[src/rtl/mem_axil_bridge.sv]
// mem_axil_bridge: turns one picorv32-style native memory request at a time
// into a single AXI4-Lite read or write, then returns data and an error flag.
// Every output is a flop; next values are computed from the next state.
module mem_axil_bridge (
  input  logic        clk,
  input  logic        reset,
  input  logic        mem_valid,
  input  logic        mem_instr,
  input  logic [31:0] mem_addr,
  input  logic [31:0] mem_wdata,
  input  logic [3:0]  mem_wstrb,
  output logic        mem_ready,
  output logic [31:0] mem_rdata,
  output logic        mem_error,
  output logic        awvalid,
  input  logic        awready,
  output logic [31:0] awaddr,
  output logic [2:0]  awprot,
  output logic        wvalid,
  input  logic        wready,
  output logic [31:0] wdata,
  output logic [3:0]  wstrb,
  input  logic        bvalid,
  output logic        bready,
  input  logic [1:0]  bresp,
  output logic        arvalid,
  input  logic        arready,
  output logic [31:0] araddr,
  output logic [2:0]  arprot,
  input  logic        rvalid,
  output logic        rready,
  input  logic [31:0] rdata,
  input  logic [1:0]  rresp
);

  typedef enum logic [2:0] {
    IDLE    = 3'd0,
    RD_ADDR = 3'd1,
    RD_DATA = 3'd2,
    WR_REQ  = 3'd3,
    WR_RESP = 3'd4,
    DONE    = 3'd5
  } state_e;

  // SLVERR and DECERR are failures; OKAY and EXOKAY are success.
  function automatic logic resp_is_err(input logic [1:0] resp);
    return (resp == 2'b10) || (resp == 2'b11);
  endfunction

  state_e      state_q, state_d;
  logic        aw_done_q, aw_done_d;
  logic        w_done_q, w_done_d;
  logic        arvalid_q, arvalid_d;
  logic        rready_q, rready_d;
  logic        awvalid_q, awvalid_d;
  logic        wvalid_q, wvalid_d;
  logic        bready_q, bready_d;
  logic        mem_ready_q, mem_ready_d;
  logic        mem_error_q, mem_error_d;
  logic [31:0] araddr_q, araddr_d;
  logic [31:0] awaddr_q, awaddr_d;
  logic [2:0]  arprot_q, arprot_d;
  logic [2:0]  awprot_q, awprot_d;
  logic [31:0] wdata_q, wdata_d;
  logic [3:0]  wstrb_q, wstrb_d;
  logic [31:0] mem_rdata_q, mem_rdata_d;
  logic        accept_s;
  logic        unused_addr_bits;

  // The bus is word addressed, so the byte offset is dropped.
  assign unused_addr_bits = ^mem_addr[1:0];
  assign accept_s         = (state_q == IDLE) && mem_valid;

  // State and all output registers; reset abandons any AXI transaction.
  always_ff @(posedge clk or negedge reset) begin
    if (!reset) begin
      state_q     <= IDLE;
      aw_done_q   <= 1'b0;
      w_done_q    <= 1'b0;
      arvalid_q   <= 1'b0;
      rready_q    <= 1'b0;
      awvalid_q   <= 1'b0;
      wvalid_q    <= 1'b0;
      bready_q    <= 1'b0;
      mem_ready_q <= 1'b0;
      mem_error_q <= 1'b0;
      araddr_q    <= 32'h0000_0000;
      awaddr_q    <= 32'h0000_0000;
      arprot_q    <= 3'b000;
      awprot_q    <= 3'b000;
      wdata_q     <= 32'h0000_0000;
      wstrb_q     <= 4'b0000;
      mem_rdata_q <= 32'h0000_0000;
    end else begin
      state_q     <= state_d;
      aw_done_q   <= aw_done_d;
      w_done_q    <= w_done_d;
      arvalid_q   <= arvalid_d;
      rready_q    <= rready_d;
      awvalid_q   <= awvalid_d;
      wvalid_q    <= wvalid_d;
      bready_q    <= bready_d;
      mem_ready_q <= mem_ready_d;
      mem_error_q <= mem_error_d;
      araddr_q    <= araddr_d;
      awaddr_q    <= awaddr_d;
      arprot_q    <= arprot_d;
      awprot_q    <= awprot_d;
      wdata_q     <= wdata_d;
      wstrb_q     <= wstrb_d;
      mem_rdata_q <= mem_rdata_d;
    end
  end

  // Next state, plus the per-channel write handshake flags.
  always_comb begin
    state_d   = state_q;
    aw_done_d = aw_done_q;
    w_done_d  = w_done_q;
    case (state_q)
      IDLE: begin
        aw_done_d = 1'b0;
        w_done_d  = 1'b0;
        if (mem_valid) begin
          if (mem_wstrb == 4'b0000) begin
            state_d = RD_ADDR;
          end else begin
            state_d = WR_REQ;
          end
        end else begin
          state_d = IDLE;
        end
      end
      RD_ADDR: begin
        if (arready) state_d = RD_DATA;
        else         state_d = RD_ADDR;
      end
      RD_DATA: begin
        if (rvalid) state_d = DONE;
        else        state_d = RD_DATA;
      end
      WR_REQ: begin
        aw_done_d = aw_done_q | (awvalid_q & awready);
        w_done_d  = w_done_q  | (wvalid_q & wready);
        if (aw_done_d && w_done_d) state_d = WR_RESP;
        else                       state_d = WR_REQ;
      end
      WR_RESP: begin
        if (bvalid) state_d = DONE;
        else        state_d = WR_RESP;
      end
      DONE:    state_d = IDLE;
      default: state_d = IDLE;
    endcase
  end

  // Next output values: handshake strobes follow the next state, payloads
  // load once at acceptance and hold until the next request.
  always_comb begin
    arvalid_d   = (state_d == RD_ADDR);
    rready_d    = (state_d == RD_DATA);
    awvalid_d   = (state_d == WR_REQ) && !aw_done_d;
    wvalid_d    = (state_d == WR_REQ) && !w_done_d;
    bready_d    = (state_d == WR_RESP);
    mem_ready_d = (state_d == DONE);
    mem_error_d = 1'b0;
    mem_rdata_d = mem_rdata_q;
    araddr_d    = araddr_q;
    awaddr_d    = awaddr_q;
    arprot_d    = arprot_q;
    awprot_d    = awprot_q;
    wdata_d     = wdata_q;
    wstrb_d     = wstrb_q;
    if (accept_s) begin
      if (mem_wstrb == 4'b0000) begin
        araddr_d = {mem_addr[31:2], 2'b00};
        arprot_d = mem_instr ? 3'b101 : 3'b000;
      end else begin
        awaddr_d = {mem_addr[31:2], 2'b00};
        awprot_d = mem_instr ? 3'b101 : 3'b000;
        wdata_d  = mem_wdata;
        wstrb_d  = mem_wstrb;
      end
    end else if ((state_q == RD_DATA) && rvalid) begin
      mem_error_d = resp_is_err(rresp);
      mem_rdata_d = resp_is_err(rresp) ? 32'h0000_0000 : rdata;
    end else if ((state_q == WR_RESP) && bvalid) begin
      mem_error_d = resp_is_err(bresp);
    end else begin
      mem_error_d = 1'b0;
    end
  end

  assign arvalid   = arvalid_q;
  assign araddr    = araddr_q;
  assign arprot    = arprot_q;
  assign rready    = rready_q;
  assign awvalid   = awvalid_q;
  assign awaddr    = awaddr_q;
  assign awprot    = awprot_q;
  assign wvalid    = wvalid_q;
  assign wdata     = wdata_q;
  assign wstrb     = wstrb_q;
  assign bready    = bready_q;
  assign mem_ready = mem_ready_q;
  assign mem_rdata = mem_rdata_q;
  assign mem_error = mem_error_q;

endmodule

[config.mk]
export PLATFORM = sky130hd
export DESIGN_NAME = mem_axil_bridge
export DESIGN_NICKNAME = d
export VERILOG_FILES = /design/src/rtl/mem_axil_bridge.sv
export SDC_FILE = /design/constraint.sdc
export NUM_CORES = 1
export LEC_CHECK = 0
export ABC_AREA = 1
export CELL_PAD_IN_SITES_DETAIL_PLACEMENT = 1
export CELL_PAD_IN_SITES_GLOBAL_PLACEMENT = 1
export CORE_MARGIN = 2
export CORE_UTILIZATION = 30
export DETAILED_ROUTE_END_ITERATION = 7
export PLACE_DENSITY = 0.86
export SETUP_SLACK_MARGIN = 0.1
export SLEW_MARGIN = 20
export SYNTH_ARGS = -nofsm -noshare
export SYNTH_HDL_FRONTEND = slang
export SYNTH_SLANG_ARGS = --single-unit
[constraint.sdc]
create_clock -name clk -period 1.5 [get_ports clk]
set_input_delay 0.375 -clock clk [delete_from_list [all_inputs] [get_ports clk]]
set_output_delay 0.375 -clock clk [all_outputs]
set_load 0.01 [all_outputs]
==> flow_summary.json <==
{
  "rsz0062_at_grt": "yes",
  "clkSinkCount": 142,
  "synth_most_common_cell": "nand2_1",
  "slowest_stage": "dfrtp_1",
  "synthesis.instances": 629,
  "grt_max_degree": 55,
  "finClkSkew_ns": 0.00832,
  "synth_warnings": 0,
  "drive_gt1_share_pct": 33.2,
  "dp_hpwl_um": 13400,
  "drc": 0,
  "setup_viol": 0,
  "grt_pass1_wl_um": 30200,
  "drt_iter0_markers": 266,
  "end_kind": "flip-flop",
  "holdCritPathClass": "in -> reg",
  "route.vias.total": 5447,
  "finalMaxSlewViolations": 0,
  "setup_tns_ns": 0,
  "synth_top_area_share_pct": 63.0,
  "grt_pass1_vias": 5718,
  "core_area_sq_um": 18600,
  "syn_to_final_growth_pct": 64.0,
  "ant_nets": 0,
  "internal_power_w": 0.0121,
  "power_density_nw_per_um2": 2050,
  "drtPass1Iterations": 4,
  "worstPathRequired_ns": 1.80,
  "post-route-period-util_pct": 94.9,
  "place_ws_ns": -0.390,
  "layout_setup_ws_ns": 0.0762,
  "drt_wl_total_um": 20800,
  "fin_crit_ns": 1.42,
  "grt_usage_pct": 19.4,
  "diodes": 0,
  "clk_path_buf_depth": 2,
  "startpoint_type": "flip-flop",
  "fmax_ghz": 0.702,
  "placementRows": 50,
  "crit_fanout": 8,
  "vias_per_cell": 4.62,
  "cap_violations": 0,
  "gp_congestion": 0.779,
  "async_flop_share_pct": 100,
  "yosys.area.top_type": "dfrtp_1",
  "arrival_ns": 1.72,
  "total_leakage_power_nw": 4.97,
  "wl_per_cell_um": 17.7,
  "power_frac_clock_pct": 25.4,
  "net-switching-power_w": 0.00692,
  "io_buffers": 247,
  "worst_path_largest_cell_delay_ns": 0.41,
  "comb_power_share_pct": 40.1,
  "cts-root-buf": "clkbuf_16",
  "cts.clk_slew.worst_paths_ns": 0.06,
  "syn_area_sq_um": 5640,
  "die_area_sq_um": 19900,
  "synth_common_cells": "nand2_1 (331), dfrtp_1 (142), o21ai_0 (64)",
  "synth-main-ff-cell": "dfrtp_1",
  "status": "finished clean",
  "cts_tree": "built",
  "peakVddDrop_uv": 859,
  "clkLatencyLatePin_ns": 0.41,
  "fp.dieW_um": 141,
  "fillers": 2151,
  "cts_buffers": 17,
  "share_seq_of_total_power_pct": 34.5,
  "critPathKind": "reg -> reg",
  "syn_area_per_cell_sq_um": 8.97,
  "hold_viol_final": 0,
  "hold_ws_ns": 0.348,
  "start_util_pct": 30.4,
  "die_h_um": 141,
  "cts_max_level": 4,
  "crit_family": "simple AND/OR/NAND/NOR gates",
  "layout.nets": 1045,
  "synth_seq_cells": 142,
  "synthTopCellsByArea": "dfrtp_1 (63%), nand2_1 (22%), o21ai_0 (5.7%)",
  "path_buf_inv": 3,
  "crit_chain": "nor2_4 > nand3_4 > inv_2 > nand2_4 > buf_8 > clkbuf_16 > nand2_2 > nand2_1",
  "yosysSeqAreaShare_pct": 63.0,
  "synth_cell_types": 23,
  "grt.overflow.total": 0,
  "synth_edf_count": 0,
  "antenna_found_initial": 0,
  "io_pins": 258,
  "sw_frac_of_total_pct": 36.5,
  "p_total_w": 0.0190
}
## layout make-up
cell class                      count  area (sq um)  share of cell area (%)
Clock buffer                       18           429                    4.64
Multi-Input combinational cell    432          2000                    21.6
Sequential cell                   142          3550                    38.4
Clock inverter                     14           240                    2.60
Inverter                           19          76.3                   0.825
Timing Repair Buffer              320          2670                    28.8
Tap cell                          234           293                    3.16
## registers in the layout (all words and copies together) (netlist names)
signal,count
mem_rdata,32
awprot,1
wvalid,1
mem_error,1
arvalid,1
rready,1
wstrb,4
mem_ready,1
w_done_q,1
araddr,30
aw_done_q,1
awaddr,30
state_q,3
wdata,32
bready,1
arprot,1
awvalid,1
## cells in the final DEF (no fill, tap or decap), types with 3 or more instances in the layout
cell	n
buf_12	10
buf_2	138
buf_4	45
buf_6	8
bufinv_16	6
clkbuf_16	24
clkdlybuf4s50_1	103
clkinv_4	3
conb_1	6
dfrtp_1	142
dlymetal6s2s_1	4
inv_1	13
inv_2	5
nand2_1	284
nand2_2	38
nand2_4	10
nand3_1	4
nand4_1	3
nor2_1	6
nor2_4	3
o21ai_0	48
o21ai_1	14
o21ai_2	7
## what timing repair did
action                                 in CTS  in global routing
resized for setup                         556                106
pin swaps                                   1                  9
hold buffers                                1                  0
endpoints found under the hold margin      21                  0
cloned                                      2                  9
setup endpoints to repair                 197                142
setup buffers                              17                  6
## tightest hold or removal path: stages
cell and delay, ns:
dlymetal6s2s_1 0.14, inv_2 0.06, buf_4 0.10, o21ai_2 0.05
## power groups by stage
stage	clock [W]	sequential [W]	combinational [W]
2_1_floorplan	0	0.00736	0.00239
3_3_place_gp	0	0.00651	0.00799
3_5_place_dp	0	0.00661	0.00825
4_1_cts	0.00490	0.00650	0.00709
5_1_grt	0.00507	0.00678	0.00835
6_report	0.00482	0.00655	0.00762
## path summary, 6_finish.rpt
| check | from | end | slack [ns] | cells after the start |
|---|---|---|---|---|
| max in group asynchronous | reset | wdata[5] | 0.51 | 3 |
| max reg2reg | state_q[0] | wdata[30] | 0.08 | 8 |
| min reg2reg | wdata[29] | wdata[29] | 0.48 | 2 |
| max | state_q[0] | wdata[30] | 0.08 | 8 |
| min | mem_wstrb[2] | wstrb[2] | 0.35 | 4 |
| min in group asynchronous | reset | mem_rdata[26] | 0.40 | 2 |
## logic make-up (layout without fill, tap and decap cells)
kind of cell    after synthesis  in the layout  synth area share, %
other cells                   1              6               0.0664
compound gates               71             71                 6.32
flops                       142            142                 63.0
simple gates                355            355                 24.6
buf+inv                      60            371                 6.05
## stage by stage
| step | utilization (%) | area, sq um | instances |
|---|---|---|---|
| final | 49.8 | 9250 | 1179 |
| after floorplan | - | 5660 | 634 |
| after global routing | 49.8 | 9250 | 1179 |
| after global placement | 46.1 | 8560 | 1112 |
| after detailed placement | 46.1 | 8560 | 1112 |
| after CTS | 47.3 | 8790 | 1164 |
## per-layer routing
layer | wire (um) | up-vias | global-route usage, %
li1 | - | 2552 | -
met1 | 8400 | 2677 | 22.5
met2 | 10500 | 176 | 34.5
met3 | 1240 | 42 | 4.82
met4 | 663 | 0 | 7.89
met5 | 0 | - | 0
(Power assumes the default switching activity.)
